**config.mk**
```make
export PLATFORM = sky130hd
export DESIGN_NAME = uart_rx_fifo_flat
export DESIGN_NICKNAME = d
export VERILOG_FILES = /design/src/rtl/uart_rx_fifo_if.sv /design/src/rtl/uart_rx_fifo.sv /design/src/flat_wrapper.sv
export SDC_FILE = /design/constraint.sdc
export NUM_CORES = 1
export LEC_CHECK = 0
export BUFFER_PORTS_ARGS = -buffer_cell sky130_fd_sc_hd__buf_2
export CORE_AREA = 5 5 109 70
export DETAILED_ROUTE_END_ITERATION = 7
export DIE_AREA = 0 0 114 75
export GPL_TIMING_DRIVEN = 0
export PLACE_DENSITY = 0.66
export SETUP_SLACK_MARGIN = 0.5
export SKIP_LAST_GASP = 1
export SLEW_MARGIN = 10
export SYNTH_ARGS = -nofsm -noshare
export SYNTH_HDL_FRONTEND = slang
export SYNTH_SLANG_ARGS = --single-unit
```
**constraint.sdc**
```tcl
create_clock -name clk16x -period 3.3 [get_ports clk16x]
set_input_delay 0.66 -clock clk16x [delete_from_list [all_inputs] [get_ports clk16x]]
set_output_delay 0.66 -clock clk16x [all_outputs]
set_load 0.005 [all_outputs]
```
**src/rtl/uart_rx_fifo_if.sv**
```systemverilog
// Serial line and FIFO read-side bundle of uart_rx_fifo; the receiver sits on
// the slave modport, the line driver/reader on the master modport.
interface uart_rx_fifo_if #(
    parameter int FIFO_DEPTH = 4
);
    logic                        rxd;
    logic                        rdn;
    logic [7:0]                  d_out;
    logic                        r_ready;
    logic                        parity_error;
    logic                        frame_error;
    logic                        overrun;
    logic                        busy;
    logic [$clog2(FIFO_DEPTH):0] fifo_count;

    modport master (
        output rxd, rdn,
        input  d_out, r_ready, parity_error, frame_error, overrun, busy, fifo_count
    );

    modport slave (
        input  rxd, rdn,
        output d_out, r_ready, parity_error, frame_error, overrun, busy, fifo_count
    );
endinterface

```
**src/rtl/uart_rx_fifo.sv**
```systemverilog
// 16x-oversampled UART receiver feeding a small status-tagged FIFO.
// Define UART_RX_MAJORITY_EN to decide each bit by 2-of-3 vote at ticks 7/8/9.
module uart_rx_fifo #(
    parameter int DATA_BITS  = 8,
    parameter int PARITY     = 1,
    parameter int STOP_BITS  = 1,
    parameter int FIFO_DEPTH = 4
) (
    input  logic          clk16x,
    input  logic          clrn,
    uart_rx_fifo_if.slave bus
);
    localparam int PW = $clog2(FIFO_DEPTH);
    localparam int EW = DATA_BITS + 2;
`ifdef UART_RX_MAJORITY_EN
    localparam logic [3:0] DECIDE_T = 4'd9;
`else
    localparam logic [3:0] DECIDE_T = 4'd8;
`endif
    localparam logic [2:0]  LAST_DATA = 3'(DATA_BITS - 1);
    localparam logic [2:0]  LAST_STOP = 3'(STOP_BITS - 1);
    localparam logic [PW:0] FULL_CNT  = (PW + 1)'(FIFO_DEPTH);

    typedef enum logic [2:0] {S_IDLE, S_START, S_DATA, S_PARITY, S_STOP, S_BREAK} state_t;

    function automatic logic parity_err(input logic [DATA_BITS-1:0] d, input logic p);
        if (PARITY == 1)      return ^{d, p};
        else if (PARITY == 2) return ~(^{d, p});
        else                  return 1'b0;
    endfunction

    state_t                 r_state;
    logic [3:0]             r_tick;
    logic [2:0]             r_bitcnt;
    logic                   r_push;
    logic                   r_sync_p0, r_sync_p1, r_rxs_d;
    logic [DATA_BITS-1:0]   r_shift;
    logic                   r_par, r_ferr;
    logic [EW-1:0]          r_mem [FIFO_DEPTH];
    logic [PW-1:0]          r_wptr, r_rptr;
    logic [PW:0]            r_count;
    logic                   r_overrun;
    logic                   w_rxs, w_bit, w_decide, w_wrap;
    logic                   w_empty, w_full, w_pop, w_wr, w_drop;
    logic [EW-1:0]          w_head;

    // Stage p0/p1: line synchroniser, plus the previous synchronised value for edge detect
    always_ff @(posedge clk16x or negedge clrn) begin
        if (!clrn) begin
            r_sync_p0 <= 1'b1;
            r_sync_p1 <= 1'b1;
            r_rxs_d   <= 1'b1;
        end else begin
            r_sync_p0 <= bus.rxd;
            r_sync_p1 <= r_sync_p0;
            r_rxs_d   <= r_sync_p1;
        end
    end

    assign w_rxs    = r_sync_p1;
    assign w_decide = (r_tick == DECIDE_T);
    assign w_wrap   = (r_tick == 4'hF);

`ifdef UART_RX_MAJORITY_EN
    function automatic logic majority3(input logic a, input logic b, input logic c);
        return (a & b) | (a & c) | (b & c);
    endfunction

    logic r_s7, r_s8;
    always_ff @(posedge clk16x) begin
        if (r_tick == 4'd7) r_s7 <= w_rxs;
        if (r_tick == 4'd8) r_s8 <= w_rxs;
    end
    assign w_bit = majority3(r_s7, r_s8, w_rxs);
`else
    assign w_bit = w_rxs;
`endif

    always_ff @(posedge clk16x or negedge clrn) begin
        if (!clrn) begin
            r_state  <= S_IDLE;
            r_tick   <= 4'd0;
            r_bitcnt <= 3'd0;
            r_push   <= 1'b0;
        end else begin
            r_push <= 1'b0;
            r_tick <= r_tick + 4'd1;
            case (r_state)
                S_IDLE: begin
                    r_tick   <= 4'd0;
                    r_bitcnt <= 3'd0;
                    if (!w_rxs && r_rxs_d) r_state <= S_START;
                end
                S_START: begin
                    if (w_decide && w_bit) r_state <= S_IDLE;
                    else if (w_wrap)       r_state <= S_DATA;
                end
                S_DATA: begin
                    if (w_wrap) begin
                        if (r_bitcnt == LAST_DATA) begin
                            r_bitcnt <= 3'd0;
                            r_state  <= (PARITY != 0) ? S_PARITY : S_STOP;
                        end else begin
                            r_bitcnt <= r_bitcnt + 3'd1;
                        end
                    end
                end
                S_PARITY: begin
                    if (w_wrap) r_state <= S_STOP;
                end
                S_STOP: begin
                    // Push cycle: a line still low here is a break, so wait it out
                    if (r_push) begin
                        r_bitcnt <= 3'd0;
                        r_state  <= w_rxs ? S_IDLE : S_BREAK;
                    end else if (w_decide && r_bitcnt == LAST_STOP) begin
                        r_push <= 1'b1;
                    end else if (w_wrap) begin
                        r_bitcnt <= r_bitcnt + 3'd1;
                    end
                end
                S_BREAK: begin
                    r_tick <= 4'd0;
                    if (w_rxs) r_state <= S_IDLE;
                end
                default: r_state <= S_IDLE;
            endcase
        end
    end

    always_ff @(posedge clk16x) begin
        if (r_state == S_START) r_ferr <= 1'b0;
        if (w_decide) begin
            case (r_state)
                S_DATA:   r_shift <= {w_bit, r_shift[DATA_BITS-1:1]};
                S_PARITY: r_par   <= w_bit;
                S_STOP:   if (!w_bit) r_ferr <= 1'b1;
                default:  ;
            endcase
        end
    end

    assign w_empty = (r_count == '0);
    assign w_full  = (r_count == FULL_CNT);
    assign w_pop   = !bus.rdn && !w_empty;
    assign w_wr    = r_push && (!w_full || w_pop);
    assign w_drop  = r_push && w_full && !w_pop;

    always_ff @(posedge clk16x) begin
        if (w_wr) r_mem[r_wptr] <= {r_ferr, parity_err(r_shift, r_par), r_shift};
    end

    always_ff @(posedge clk16x or negedge clrn) begin
        if (!clrn) begin
            r_wptr    <= '0;
            r_rptr    <= '0;
            r_count   <= '0;
            r_overrun <= 1'b0;
        end else begin
            if (w_wr)  r_wptr <= r_wptr + PW'(1);
            if (w_pop) r_rptr <= r_rptr + PW'(1);
            case ({w_wr, w_pop})
                2'b10:   r_count <= r_count + (PW + 1)'(1);
                2'b01:   r_count <= r_count - (PW + 1)'(1);
                default: r_count <= r_count;
            endcase
            // A full-FIFO push that rides along with a pop leaves the flag alone
            if (w_drop)
                r_overrun <= 1'b1;
            else if (!bus.rdn && !(r_push && w_full && w_pop))
                r_overrun <= 1'b0;
        end
    end

    always_comb begin
        w_head           = r_mem[r_rptr];
        bus.d_out        = '0;
        bus.parity_error = 1'b0;
        bus.frame_error  = 1'b0;
        if (!w_empty) begin
            bus.d_out[DATA_BITS-1:0] = w_head[DATA_BITS-1:0];
            bus.parity_error         = w_head[DATA_BITS];
            bus.frame_error          = w_head[DATA_BITS+1];
        end
    end

    assign bus.r_ready    = !w_empty;
    assign bus.overrun    = r_overrun;
    assign bus.busy       = (r_state != S_IDLE);
    assign bus.fifo_count = r_count;
endmodule
```
**src/flat_wrapper.sv**
```systemverilog
// flat-port wrapper written by rule: the top's interface ports become plain ports
module uart_rx_fifo_flat 
#(
    parameter int DATA_BITS  = 8,
    parameter int PARITY     = 1,
    parameter int STOP_BITS  = 1,
    parameter int FIFO_DEPTH = 4
)
  (clk16x, clrn, bus_rxd, bus_rdn, bus_d_out, bus_r_ready, bus_parity_error, bus_frame_error, bus_overrun, bus_busy, bus_fifo_count);
  uart_rx_fifo_if #(.FIFO_DEPTH(FIFO_DEPTH)) bus_i ();
  input  logic clk16x;
  input  logic clrn;
  input wire logic [$bits(bus_i.rxd)-1:0] bus_rxd;
  input wire logic [$bits(bus_i.rdn)-1:0] bus_rdn;
  output wire logic [$bits(bus_i.d_out)-1:0] bus_d_out;
  output wire logic [$bits(bus_i.r_ready)-1:0] bus_r_ready;
  output wire logic [$bits(bus_i.parity_error)-1:0] bus_parity_error;
  output wire logic [$bits(bus_i.frame_error)-1:0] bus_frame_error;
  output wire logic [$bits(bus_i.overrun)-1:0] bus_overrun;
  output wire logic [$bits(bus_i.busy)-1:0] bus_busy;
  output wire logic [$bits(bus_i.fifo_count)-1:0] bus_fifo_count;
  assign bus_i.rxd = bus_rxd;
  assign bus_i.rdn = bus_rdn;
  assign bus_d_out = bus_i.d_out;
  assign bus_r_ready = bus_i.r_ready;
  assign bus_parity_error = bus_i.parity_error;
  assign bus_frame_error = bus_i.frame_error;
  assign bus_overrun = bus_i.overrun;
  assign bus_busy = bus_i.busy;
  assign bus_fifo_count = bus_i.fifo_count;
  uart_rx_fifo #(.DATA_BITS(DATA_BITS), .PARITY(PARITY), .STOP_BITS(STOP_BITS), .FIFO_DEPTH(FIFO_DEPTH)) u_core (.clk16x(clk16x), .clrn(clrn), .bus(bus_i));
endmodule
```
==> results by group <==
Outcome
  – Outcome: finished clean

Logic synthesis
  – Yosys warnings: 0
  – Post-Syn Instances: 205
  – Asr flop ratio synth: 30.6%
  – Yosys cell types: 45
  – Mean Syn Cell Area: 15.3 sq um
  – Yosys reg bits: 72
  – Syn Nets: 220
  – Post-Synthesis Cell Area: 3130 sq um
  – Most used DFF post-synth: edfxtp_1
  – Register area share after synthesis: 65.3%
  – Post-synth EDFFs: 49

Power
  – Peak VDD IR: 0.367 mV
  – PwrDens: 726 nW/um^2
  – Leakage power: 1.35 nW

Setup path
  – Crit path kind: flop to output port
  – CP arrival: 1.82 ns
  – Req. time, crit path: 2.64 ns
  – Startpoint Class: flop
  – Worst Setup End Kind: output port
  – CP Max Fanout: 10

Global routing
  – Initial antenna violation count: 0
  – GRT Util Overall: 14.1%
  – Vias in the first global route: 1635
  – Largest net degree at the start of global routing: 23
  – Grt total ovfl: 0
  – Global-route wire length before repair: 8.67 mm

Detailed routing
  – Vias: 1648
  – First DRT Iteration DRCs: 103
  – DRC viols: 0
  – Drt total wl: 5.19 mm
  – Vias per inst: 5.04
  – DR pass1 iterations: 4
  – Wirelength per Cell: 15.9 microns
  – Number of nets with antenna violations after routing: 0

Clocking
  – Hold Buf Count CTS: 0
  – Root Buffer: clkbuf_8
  – Post-CTS Repair Setup Buffers: 0
  – Clock transition at path regs: 0.08 ns
  – CTS Sinks: 72
  – CTS Buf Count: 9
  – CTS Buffer Depth: 2
  – H-tree lvl count: 3
  – Clock latency at the later pin of the worst-skew pair: 0.35 ns
  – CTS tree: yes
  – Post-CTS sizing: 0

Layout
  – Most common cell after layout, fill and taps aside: edfxtp_1
  – Ant. Diodes: 0
  – Most frequent cells in the layout: edfxtp_1 (49), buf_2 (21), dfrtp_1 (19)
  – Layout overhead on the synthesized area: 13.2%
  – Layout Utilization: 54.7%
  – Fin nets: 250
  – Layout cells sized above 1: 24.2%

Job
  – Max Cap Viol: 0

Timing
  – Setup Total Neg Slack: 0 ns
  – Fin crit share: 75.2%
  – Fmax: 403 MHz
  – Slew HR: 25.9%
  – RSZ-0062 raised after global routing: false
  – Setup-failing EPs final: 0
  – Final hold vios: 0
  – Min Tclk post-route: 2.48 ns
  – Fin. max-slew vios: 0
  – Post-Route Skew: 0.0101 ns
  – Slew @ Worst Pin: 1.10 ns

Floorplan
  – # rows: 23
  – Core box area: 6470 sq um
  – Io pins: 20
  – Die area: 8550 sq um
  – Initial core utilization: 48.3%
  – Die H: 75 microns
  – Die width: 114 microns

Placement
  – Port Buf Inserts: 19
  – DP HPWL: 3.47 mm
  – Gp weighted congestion: 0.767

Min path
  – Hold Crit Class: input port to asynchronous set/reset pin
-- worst max-delay path: stages (launching register included) --
cell and delay, ns:
dfrtp_1 0.46, nor3_1 0.31, clkbuf_1 0.44, nor2b_1 0.11, buf_2 0.15
-- state kept, by name, indices dropped and copies added, names as in the netlist --
| signal | flops |
|---|---|
| u_core.r_rptr | 2 |
| u_core.r_mem | 40 |
| u_core.bus.fifo_count | 3 |
| u_core.r_bitcnt | 3 |
| u_core.r_sync_p0 | 1 |
| u_core.r_tick | 4 |
| u_core.r_wptr | 2 |
| u_core.r_sync_p1 | 1 |
| u_core.r_push | 1 |
| u_core.r_rxs_d | 1 |
| u_core.r_par | 1 |
| u_core.r_ferr | 1 |
| u_core.r_state | 3 |
| u_core.r_shift | 8 |
| u_core.bus.overrun | 1 |
-- metrics by stage --
stage	cell area (sq um)	worst slack, ns	power [W]	cells	hold slack (ns)
after global placement	3330	1.11	0.00186	311	0.346
final	3540	0.817	0.00257	327	0.268
after detailed placement	3330	1.09	0.00187	311	0.347
after CTS	3540	0.753	0.00261	327	0.270
after floorplan	3130	1.39	0.00165	205	0.345
after global routing	3540	0.596	0.00276	327	0.297
-- synth_stat cells (3+ instances only) --
master | count | area, sq um
and3_1 | 3 | 18.8
nor2_1 | 9 | 33.8
nand2_1 | 8 | 30.0
edfxtp_1 | 49 | 1470
nor3_1 | 4 | 20.0
mux4_2 | 8 | 180
nor2b_1 | 13 | 81.3
a21oi_1 | 4 | 20.0
xor2_1 | 7 | 61.3
o21ai_0 | 4 | 20.0
inv_1 | 13 | 48.8
dfstp_2 | 3 | 78.8
dfrtp_1 | 19 | 475
and2_1 | 4 | 25.0
ha_1 | 10 | 125
xnor2_1 | 10 | 87.6
-- logic make-up after synthesis --
kind of cell	Yosys count	synth area share [%]
AO/OA/AOI/OAI	19	4.48
XOR/XNOR	17	4.76
adder cells (fa/ha/maj)	11	4.64
buffers and inverters	21	3.08
flip-flops	72	65.3
multiplexers	12	8.27
AND/OR/NAND/NOR	53	9.43
-- layer usage --
metal / global-route usage [%] / wire [microns]
met1: 20.2 / 2690
met5: 0 / 0
met4: 6.32 / 106
met3: 5.78 / 259
met2: 18.9 / 2130
-- path summary, 6_finish.rpt --
check / endpoint / startpoint / slack (ns) / cells past startpoint
worst max-delay path: bus_frame_error / u_core.bus.fifo_count[2] / 0.82 / 4
worst min-delay path: u_core.r_state[0] / clrn / 0.27 / 1
worst max register to register: u_core.r_shift[1] / u_core.r_tick[0] / 1.20 / 4
worst min register to register: u_core.r_sync_p1 / u_core.r_sync_p0 / 0.36 / 0
max in group asynchronous: u_core.r_sync_p1 / clrn / 2.67 / 1
min in group clk16x: u_core.r_sync_p1 / u_core.r_sync_p0 / 0.36 / 0
-- cell type report --
| class | count | area (sq um) |
|---|---|---|
| Fill cell | 531 | 2930 |
| Timing Repair Buffer | 19 | 95.1 |
| Sequential cell | 72 | 2050 |
| Multi-Input combinational cell | 112 | 988 |
| Buffer | 7 | 43.8 |
| Clock inverter | 7 | 86.3 |
| Inverter | 14 | 52.6 |
| Clock buffer | 9 | 124 |
| Tap cell | 87 | 109 |
-- power breakdown --
| part | internal [W] | total, W | switching, W | leakage [nW] |
|---|---|---|---|---|
| Clock | 0.000418 | 0.000735 | 0.000317 | 0.106 |
| Combinational | 0.000370 | 0.000719 | 0.000349 | 0.532 |
| Sequential | 0.00104 | 0.00112 | 0.0000815 | 0.712 |
| Total | 0.00183 | 0.00257 | 0.000747 | 1.35 |
Note: power is estimated with default switching activity, not from simulation.
